==> src/rtl/fetch_pc_pkg.sv <==
// rtl/fetch_pc_pkg.sv - shared CPU constants: next-PC opcodes and reset vector
package fetch_pc_pkg;

  typedef enum logic [1:0] {
    NPC_SEQ = 2'b00,
    NPC_BR  = 2'b01,
    NPC_J   = 2'b10,
    NPC_JR  = 2'b11
  } npc_op_e;

  localparam logic [31:0] DEFAULT_RESET_PC = 32'h0000_3000;

  // Branch offset is in words: sign-extend and scale to bytes.
  function automatic logic [31:0] br_offset(input logic [15:0] imm);
    return {{14{imm[15]}}, imm, 2'b00};
  endfunction

endpackage

==> src/rtl/fetch_pc_npc.sv <==
// rtl/fetch_pc_npc.sv - combinational next-PC target; FETCH_PC_ALIGN_CHECK_EN adds jr alignment
module npc
  import fetch_pc_pkg::*;
(
  input  logic [31:0] i_pc,
  input  logic [1:0]  i_npc_op,
  input  logic        i_br_taken,
  input  logic [15:0] i_imm16,
  input  logic [25:0] i_instr_index,
  input  logic [31:0] i_jr_target,
`ifdef FETCH_PC_ALIGN_CHECK_EN
  output logic        o_jr_misalign,
`endif
  output logic [31:0] o_target,
  output logic        o_redirect
);

  logic [31:0] w_pc4;

  assign w_pc4 = i_pc + 32'd4;

  always_comb begin
    o_target   = w_pc4;
    o_redirect = 1'b0;
`ifdef FETCH_PC_ALIGN_CHECK_EN
    o_jr_misalign = 1'b0;
`endif
    case (npc_op_e'(i_npc_op))
      NPC_SEQ: o_target = w_pc4;
      NPC_BR: begin
        if (i_br_taken) begin
          o_target   = w_pc4 + br_offset(i_imm16);
          o_redirect = 1'b1;
        end
      end
      NPC_J: begin
        o_target   = {w_pc4[31:28], i_instr_index, 2'b00};
        o_redirect = 1'b1;
      end
      NPC_JR: begin
`ifdef FETCH_PC_ALIGN_CHECK_EN
        o_target      = {i_jr_target[31:2], 2'b00};
        o_jr_misalign = |i_jr_target[1:0];
`else
        o_target      = i_jr_target;
`endif
        o_redirect = 1'b1;
      end
      default: o_target = w_pc4;
    endcase
  end

endmodule

==> src/rtl/fetch_pc.sv <==
// rtl/fetch_pc.sv - fetch PC register with stall-buffered redirect; FETCH_PC_ALIGN_CHECK_EN enables jr alignment flag
module fetch_pc
  import fetch_pc_pkg::*;
#(
  parameter logic [31:0] RESET_PC = DEFAULT_RESET_PC,
  parameter int          CNT_W    = 32
) (
  input  logic             clk,
  input  logic             reset,
  input  logic             stall,
  input  logic [1:0]       npc_op,
  input  logic             br_taken,
  input  logic [15:0]      imm16,
  input  logic [25:0]      instr_index,
  input  logic [31:0]      jr_target,
  output logic [31:0]      pc,
  output logic [31:0]      pc_plus8,
  output logic             redirect_pending,
  output logic             misalign,
  output logic [CNT_W-1:0] fetch_cnt
);

  logic [31:0]      r_pc;
  logic [31:0]      r_pend_tgt;
  logic             r_pend;
  logic [CNT_W-1:0] r_cnt;
  logic [31:0]      w_target;
  logic             w_redirect;

`ifdef FETCH_PC_ALIGN_CHECK_EN
  logic w_jr_misalign;
  logic r_misalign;
`endif

  npc u_npc (
    .i_pc          (r_pc),
    .i_npc_op      (npc_op),
    .i_br_taken    (br_taken),
    .i_imm16       (imm16),
    .i_instr_index (instr_index),
    .i_jr_target   (jr_target),
`ifdef FETCH_PC_ALIGN_CHECK_EN
    .o_jr_misalign (w_jr_misalign),
`endif
    .o_target      (w_target),
    .o_redirect    (w_redirect)
  );

  // A redirect seen while stalled is held and takes priority at release.
  always_ff @(posedge clk or posedge reset) begin
    if (reset) begin
      r_pc       <= RESET_PC;
      r_pend     <= 1'b0;
      r_pend_tgt <= 32'd0;
      r_cnt      <= '0;
    end else if (stall) begin
      if (w_redirect) begin
        r_pend     <= 1'b1;
        r_pend_tgt <= w_target;
      end
    end else begin
      r_pc   <= r_pend ? r_pend_tgt : w_target;
      r_pend <= 1'b0;
      r_cnt  <= r_cnt + CNT_W'(1);
    end
  end

`ifdef FETCH_PC_ALIGN_CHECK_EN
  // The jr is accepted when pended (stalled) or loaded (not masked by a pending one).
  always_ff @(posedge clk or posedge reset) begin
    if (reset) begin
      r_misalign <= 1'b0;
    end else if (w_jr_misalign && (stall || !r_pend)) begin
      r_misalign <= 1'b1;
    end
  end
  assign misalign = r_misalign;
`else
  assign misalign = 1'b0;
`endif

  assign pc               = r_pc;
  assign pc_plus8         = r_pc + 32'd8;
  assign redirect_pending = r_pend;
  assign fetch_cnt        = r_cnt;

endmodule

==> config.mk <==
export PLATFORM = sky130hd
export DESIGN_NAME = fetch_pc
export DESIGN_NICKNAME = d
export VERILOG_FILES = /design/src/rtl/fetch_pc_pkg.sv /design/src/rtl/fetch_pc_npc.sv /design/src/rtl/fetch_pc.sv
export SDC_FILE = /design/constraint.sdc
export NUM_CORES = 1
export LEC_CHECK = 0
export CAP_MARGIN = 0
export CORE_ASPECT_RATIO = 0.6
export CORE_MARGIN = 1
export CORE_UTILIZATION = 35
export DETAILED_ROUTE_END_ITERATION = 10
export HOLD_SLACK_MARGIN = 0.03
export PLACE_DENSITY_LB_ADDON = 0.3
export SETUP_SLACK_MARGIN = 0.1
export SYNTH_ARGS = -nofsm -noshare
export SYNTH_HDL_FRONTEND = slang
export SYNTH_SLANG_ARGS = --single-unit
==> constraint.sdc <==
create_clock -name clk -period 3.69 [get_ports clk]
set_input_delay 0.738 -clock clk [delete_from_list [all_inputs] [get_ports clk]]
set_output_delay 0.738 -clock clk [all_outputs]
set_load 0.01 [all_outputs]
Word level (Yosys, flattened, before mapping)
Index checks and enable logic that the tools add are counted.

Reductions and logical operators: 3. Equal/unequal tests: 4. Add/sub/neg operators: 4. Muxes and demuxes: 7.

Operators with widths (count): $pmux 32 s4 (1); $mux 32 (2); $add 32x1->32 const B (1); $add 32x3->32 const B (1); $add 32x32->32 (1); $add 32x4->32 const B (1); $eq 2x2->1 const B (2); $mux 1 (3); $eq 2x1->1 const B (1); $logic_not 2->1 (1); $ne 2x1->1 const B (1); $pmux 1 s2 (1); $reduce_and 2->1 (1); $reduce_or 2->1 (1).

Bits of input ports: 80. Flip-flop bits (word level): 97. Output and inout port bits: 98. Word-level logic and storage cells: 22.

Depth between registers and ports, before layout
Depth in word-level cells: 5. Depth in mapped cells: 17. Gate-level depth less buffers: 16.

Hierarchy
From an unflattened synthesis, not the netlist that was laid out.

Cells, all modules: 887. Area, all modules: 7837.5 um2.

Modules (own cells, without submodules): fetch_pc (times used 1, area an instance 4670.7 um2, cells an instance 417, sequential area each 2429.8 um2); npc (times used 1, area an instance 3166.8 um2, cells an instance 470, sequential area each 0.0 um2).

Least setup slack after synthesis
No wires, ideal clock.

Kind: flip-flop to flip-flop. Start point: reg r_pc[2] (netlist: pc[2]). End point: reg r_pend_tgt[29]. Period minus slack after synthesis: 3.871 ns. Setup time: 0.125 ns. Arrival: 3.746 ns. Cell stages (with the launch flop): 18. Path buffers: 2. Slack: -0.181 ns. Path through: dfrtp_1 -> ha_1 -> nand3_1 -> or4_1 -> buf_2 -> nand2b_1 -> xnor2_1 -> ha_1 -> clkbuf_1 -> a21oi_1 -> o211ai_1 -> a21boi_0 -> o21ai_0 -> a41oi_1 -> o21ai_1 -> mux2i_1 -> or3_1 -> mux2_2.

Cells in the longest elaborated chain, start to end: 4.

RTL lines: from (decl) (RTL line fetch_pc.sv:23) `logic [31:0] r_pc;`; from (signal assigned) (RTL line fetch_pc.sv:62) `r_pc <= r_pend ? r_pend_tgt : w_target;`; $add 32x3->32 (*) (RTL line fetch_pc_npc.sv:20) `assign w_pc4 = i_pc + 32'd4;`; $add 32x32->32 (RTL line fetch_pc_npc.sv:32) `o_target = w_pc4 + br_offset(i_imm16);`; $mux 32 (RTL line fetch_pc_npc.sv:31) `if (i_br_taken) begin`; $pmux 32 s4 (*) (RTL line fetch_pc_npc.sv:28) `case (npc_op_e'(i_npc_op))`; to (signal assigned) (RTL line fetch_pc.sv:59) `r_pend_tgt <= w_target;`; to (decl) (RTL line fetch_pc.sv:24) `logic [31:0] r_pend_tgt;`.

Every way passes the cells marked *; elsewhere a longest branch is shown, timed or not. A chain may end at the register's enable or synchronous reset.

Final worst setup path
Start point: reg r_pc[3] (netlist: pc[3]). End point: reg r_pend_tgt[29].

The elaborated chain is that of the path after synthesis.

==> run metrics <==
first-pass GRT wire length 48.57 mm; Synth Instances 984; Leak 5.532 nW; slowest stage cell, crit path or4_4; count of warnings emitted by yosys 0; DRT Wirelength 33.25 mm; Synth Register Bits 97; pwr dens 452.9 nW/um^2; CP max FO 4; Boundary Pins 178; DRC violations left 0; hold crit path type reg -> reg; Crit path arrival time 4.00 ns; Worst setup SP type register; TritonRoute pass-1 iters 5; Top delay family on crit path simple AND/OR/NAND/NOR gates; Slew @ Worst Pin 1.083 ns; Main synth FF type dfrtp_1; Layout Utilization 0.5805; nets@finish 1445; post-place setup slack -0.2662 ns; core box area 22180 sq um; Syn Area/Cell 8.092 sq um; Final Critical Period 3.780 ns; worst path required time 3.91 ns; Final Cycle Share 1.024; Clock Pin Slew Worst Setup and Hold Paths 0.07 ns; Worst path most repeated cell ha_4; initial DRC count 857; CTS tree done; vias in the first global route 8433; Post-Syn Nets 1103; H-tree Lvls 3; GP Congestion 0.9850; commonest non-fill, non-tap cell in the layout buf_4; setup ws final -0.09033 ns; Detail Placement HPWL 25.01 mm; Peak Freq 264.5 MHz; Die X 196.7 microns; Worst-Skew Late Latency 0.35 ns; CP Buf/Inv Count 1; RSZ-0062 raised after global routing yes; Longest Clk Path Bufs 2; R2R setup slack -0.09 ns; most frequent cells in the layout buf_4, clkdlybuf4s50_1, nand2_1, dfrtp_1, nor2_1; Max-cap violations 0; Syn-to-layout area delta 61.66%; failing checks negative setup slack; Final Setup Violations 3; Worst Setup Path Type reg -> reg; via count 9033; maximum VDD drop 0.3118 mV; Antenna diodes 0; total gr overflow 0; Critical Path Sink Type register; total negative slack -0.09809 ns; CP cell instances ha_4 > nand3_4 > or4_4 > nand2b_4 > xnor2_4 > ha_4 > buf_6 > a21oi_2 > o211ai_1 > a21boi_2 > o21ai_1 > a41oi_2 > o21ai_2 > mux2i_1 > or3_1 > mux2_4; Slew Limit Fails 0; CTS Buf Count 9; number of flops mapped to enable cells by yosys 0; sequential area share after synthesis 0.3052; root buffer cell clkbuf_16; Final Skew 0.01496 ns; Rel. slew slack 0.2752; die area 23380 sq um; CTS sink cnt 97; antenna violations before repair 0; Post-Syn Area 7963 sq um; status finished, violations left; largest net degree at the start of global routing 51; Buffers on Ports 176; Avg Vias per Cell 5.511; Die Span Y 118.8 microns; asr flop ratio synth 1.000; Final Hold Vio Count 0; starting density of the core 0.3591; Synth cell types 70; GRT Total Usage 0.2717; layout cell share with drive strength beyond 1 0.3095; drt wl/cell 20.29 microns; CP max stage delay 0.49 ns; CTS Hold Bufs 0; row cnt 42; post-route ant nets 0
==> layer usage <==
| layer | vias to the layer above | GRT usage | share of wire |
|---|---|---|---|
| met3 | 31 | 0.06542 | 0.099 |
| met2 | 427 | 0.3792 | 0.42 |
| met5 | - | 0 | 0 |
| met1 | 4385 | 0.4177 | 0.46 |
| li1 | 4190 | - | - |
| met4 | 0 | 0.05523 | 0.014 |
==> path summary, 6_finish.rpt <==
check                                              to  depth (start not counted)                       from
max                        r_pend_tgt[29]$_DFFE_PP0P_                         16          pc[3]$_DFFE_PP0N_
min                         fetch_cnt[31]$_DFFE_PP0N_                          1  fetch_cnt[31]$_DFFE_PP0N_
max reg2reg                r_pend_tgt[29]$_DFFE_PP0P_                         16          pc[3]$_DFFE_PP0N_
min reg2reg                 fetch_cnt[31]$_DFFE_PP0N_                          1  fetch_cnt[31]$_DFFE_PP0N_
max in group asynchronous          pc[21]$_DFFE_PP0N_                          3                      reset
min in group asynchronous   fetch_cnt[18]$_DFFE_PP0N_                          2                      reset
==> synth_stat cells, drive strengths merged, types with 10 or more instances <==
| library cell | n | share of area |
|---|---|---|
| buf | 16 | 0.011 |
| nand4 | 22 | 0.018 |
| o31ai | 11 | 0.010 |
| nor2b | 15 | 0.012 |
| ha | 38 | 0.060 |
| o21ai | 72 | 0.045 |
| xor2 | 40 | 0.044 |
| nand3 | 33 | 0.021 |
| mux2i | 11 | 0.014 |
| inv | 30 | 0.014 |
| o21a | 10 | 0.0094 |
| xnor2 | 66 | 0.073 |
| a221oi | 10 | 0.011 |
| dfrtp | 95 | 0.30 |
| and3 | 10 | 0.0079 |
| mux2 | 16 | 0.023 |
| nor3 | 17 | 0.011 |
| a21oi | 59 | 0.037 |
| a21o | 18 | 0.017 |
| nand2 | 124 | 0.059 |
| clkbuf | 42 | 0.020 |
| nor2 | 100 | 0.047 |
==> through the flow <==
| stage | total power (W) | std cells | instance area, sq um | hold WS [ns] |
|---|---|---|---|---|
| after floorplan | 0.002906 | 984 | 8063 | 0.4413 |
| after global placement | 0.004295 | 1590 | 11280 | 0.4541 |
| after detailed placement | 0.004320 | 1590 | 11280 | 0.4639 |
| after CTS | 0.005434 | 1621 | 12080 | 0.4789 |
| after global routing | 0.006140 | 1639 | 12870 | 0.5121 |
| final | 0.005830 | 1639 | 12870 | 0.4775 |
==> final cells by class <==
class / instances / area (sq um)
well taps: 308 / 385.4
clock buffers: 14 / 274.0
inverters: 31 / 118.9
clock inverters: 2 / 12.51
repair buffers: 389 / 3436
multi-input cells: 798 / 6208
fillers: 2018 / 9304
flip-flops and latches: 97 / 2437
==> power by group <==
group | internal, W | switching, W
registers | 0.00126 | 0.000198
clock network | 0.000513 | 0.000407
logic | 0.00176 | 0.00169
==> timing repair <==
| action | in CTS | in global routing |
|---|---|---|
| buffers inserted | 15 | 19 |
| resized for setup | 77 | 137 |
| endpoints found under the setup margin | 29 | 37 |
| endpoints found under the hold margin | 0 | 0 |
| pin swaps | 31 | 71 |
==> logic make-up (layout without fill, tap and decap cells) <==
family / count (synthesis) / after routing / share of synthesized area
simple gates: 364 / 364 / 0.2146
fa+ha+maj: 39 / 39 / 0.06223
mux: 30 / 30 / 0.04494
other cells: 1 / 1 / 0.0004709
buf+inv: 89 / 436 / 0.04494
flops: 97 / 97 / 0.3052
compound gates: 258 / 258 / 0.2110
xor+xnor: 106 / 106 / 0.1166
==> registers in the layout, summed over array words and instances (netlist names) <==
signal,flops
r_pend_tgt,32
pc,32
redirect_pending,1
fetch_cnt,32
Note: power is estimated with default switching activity, not from simulation.
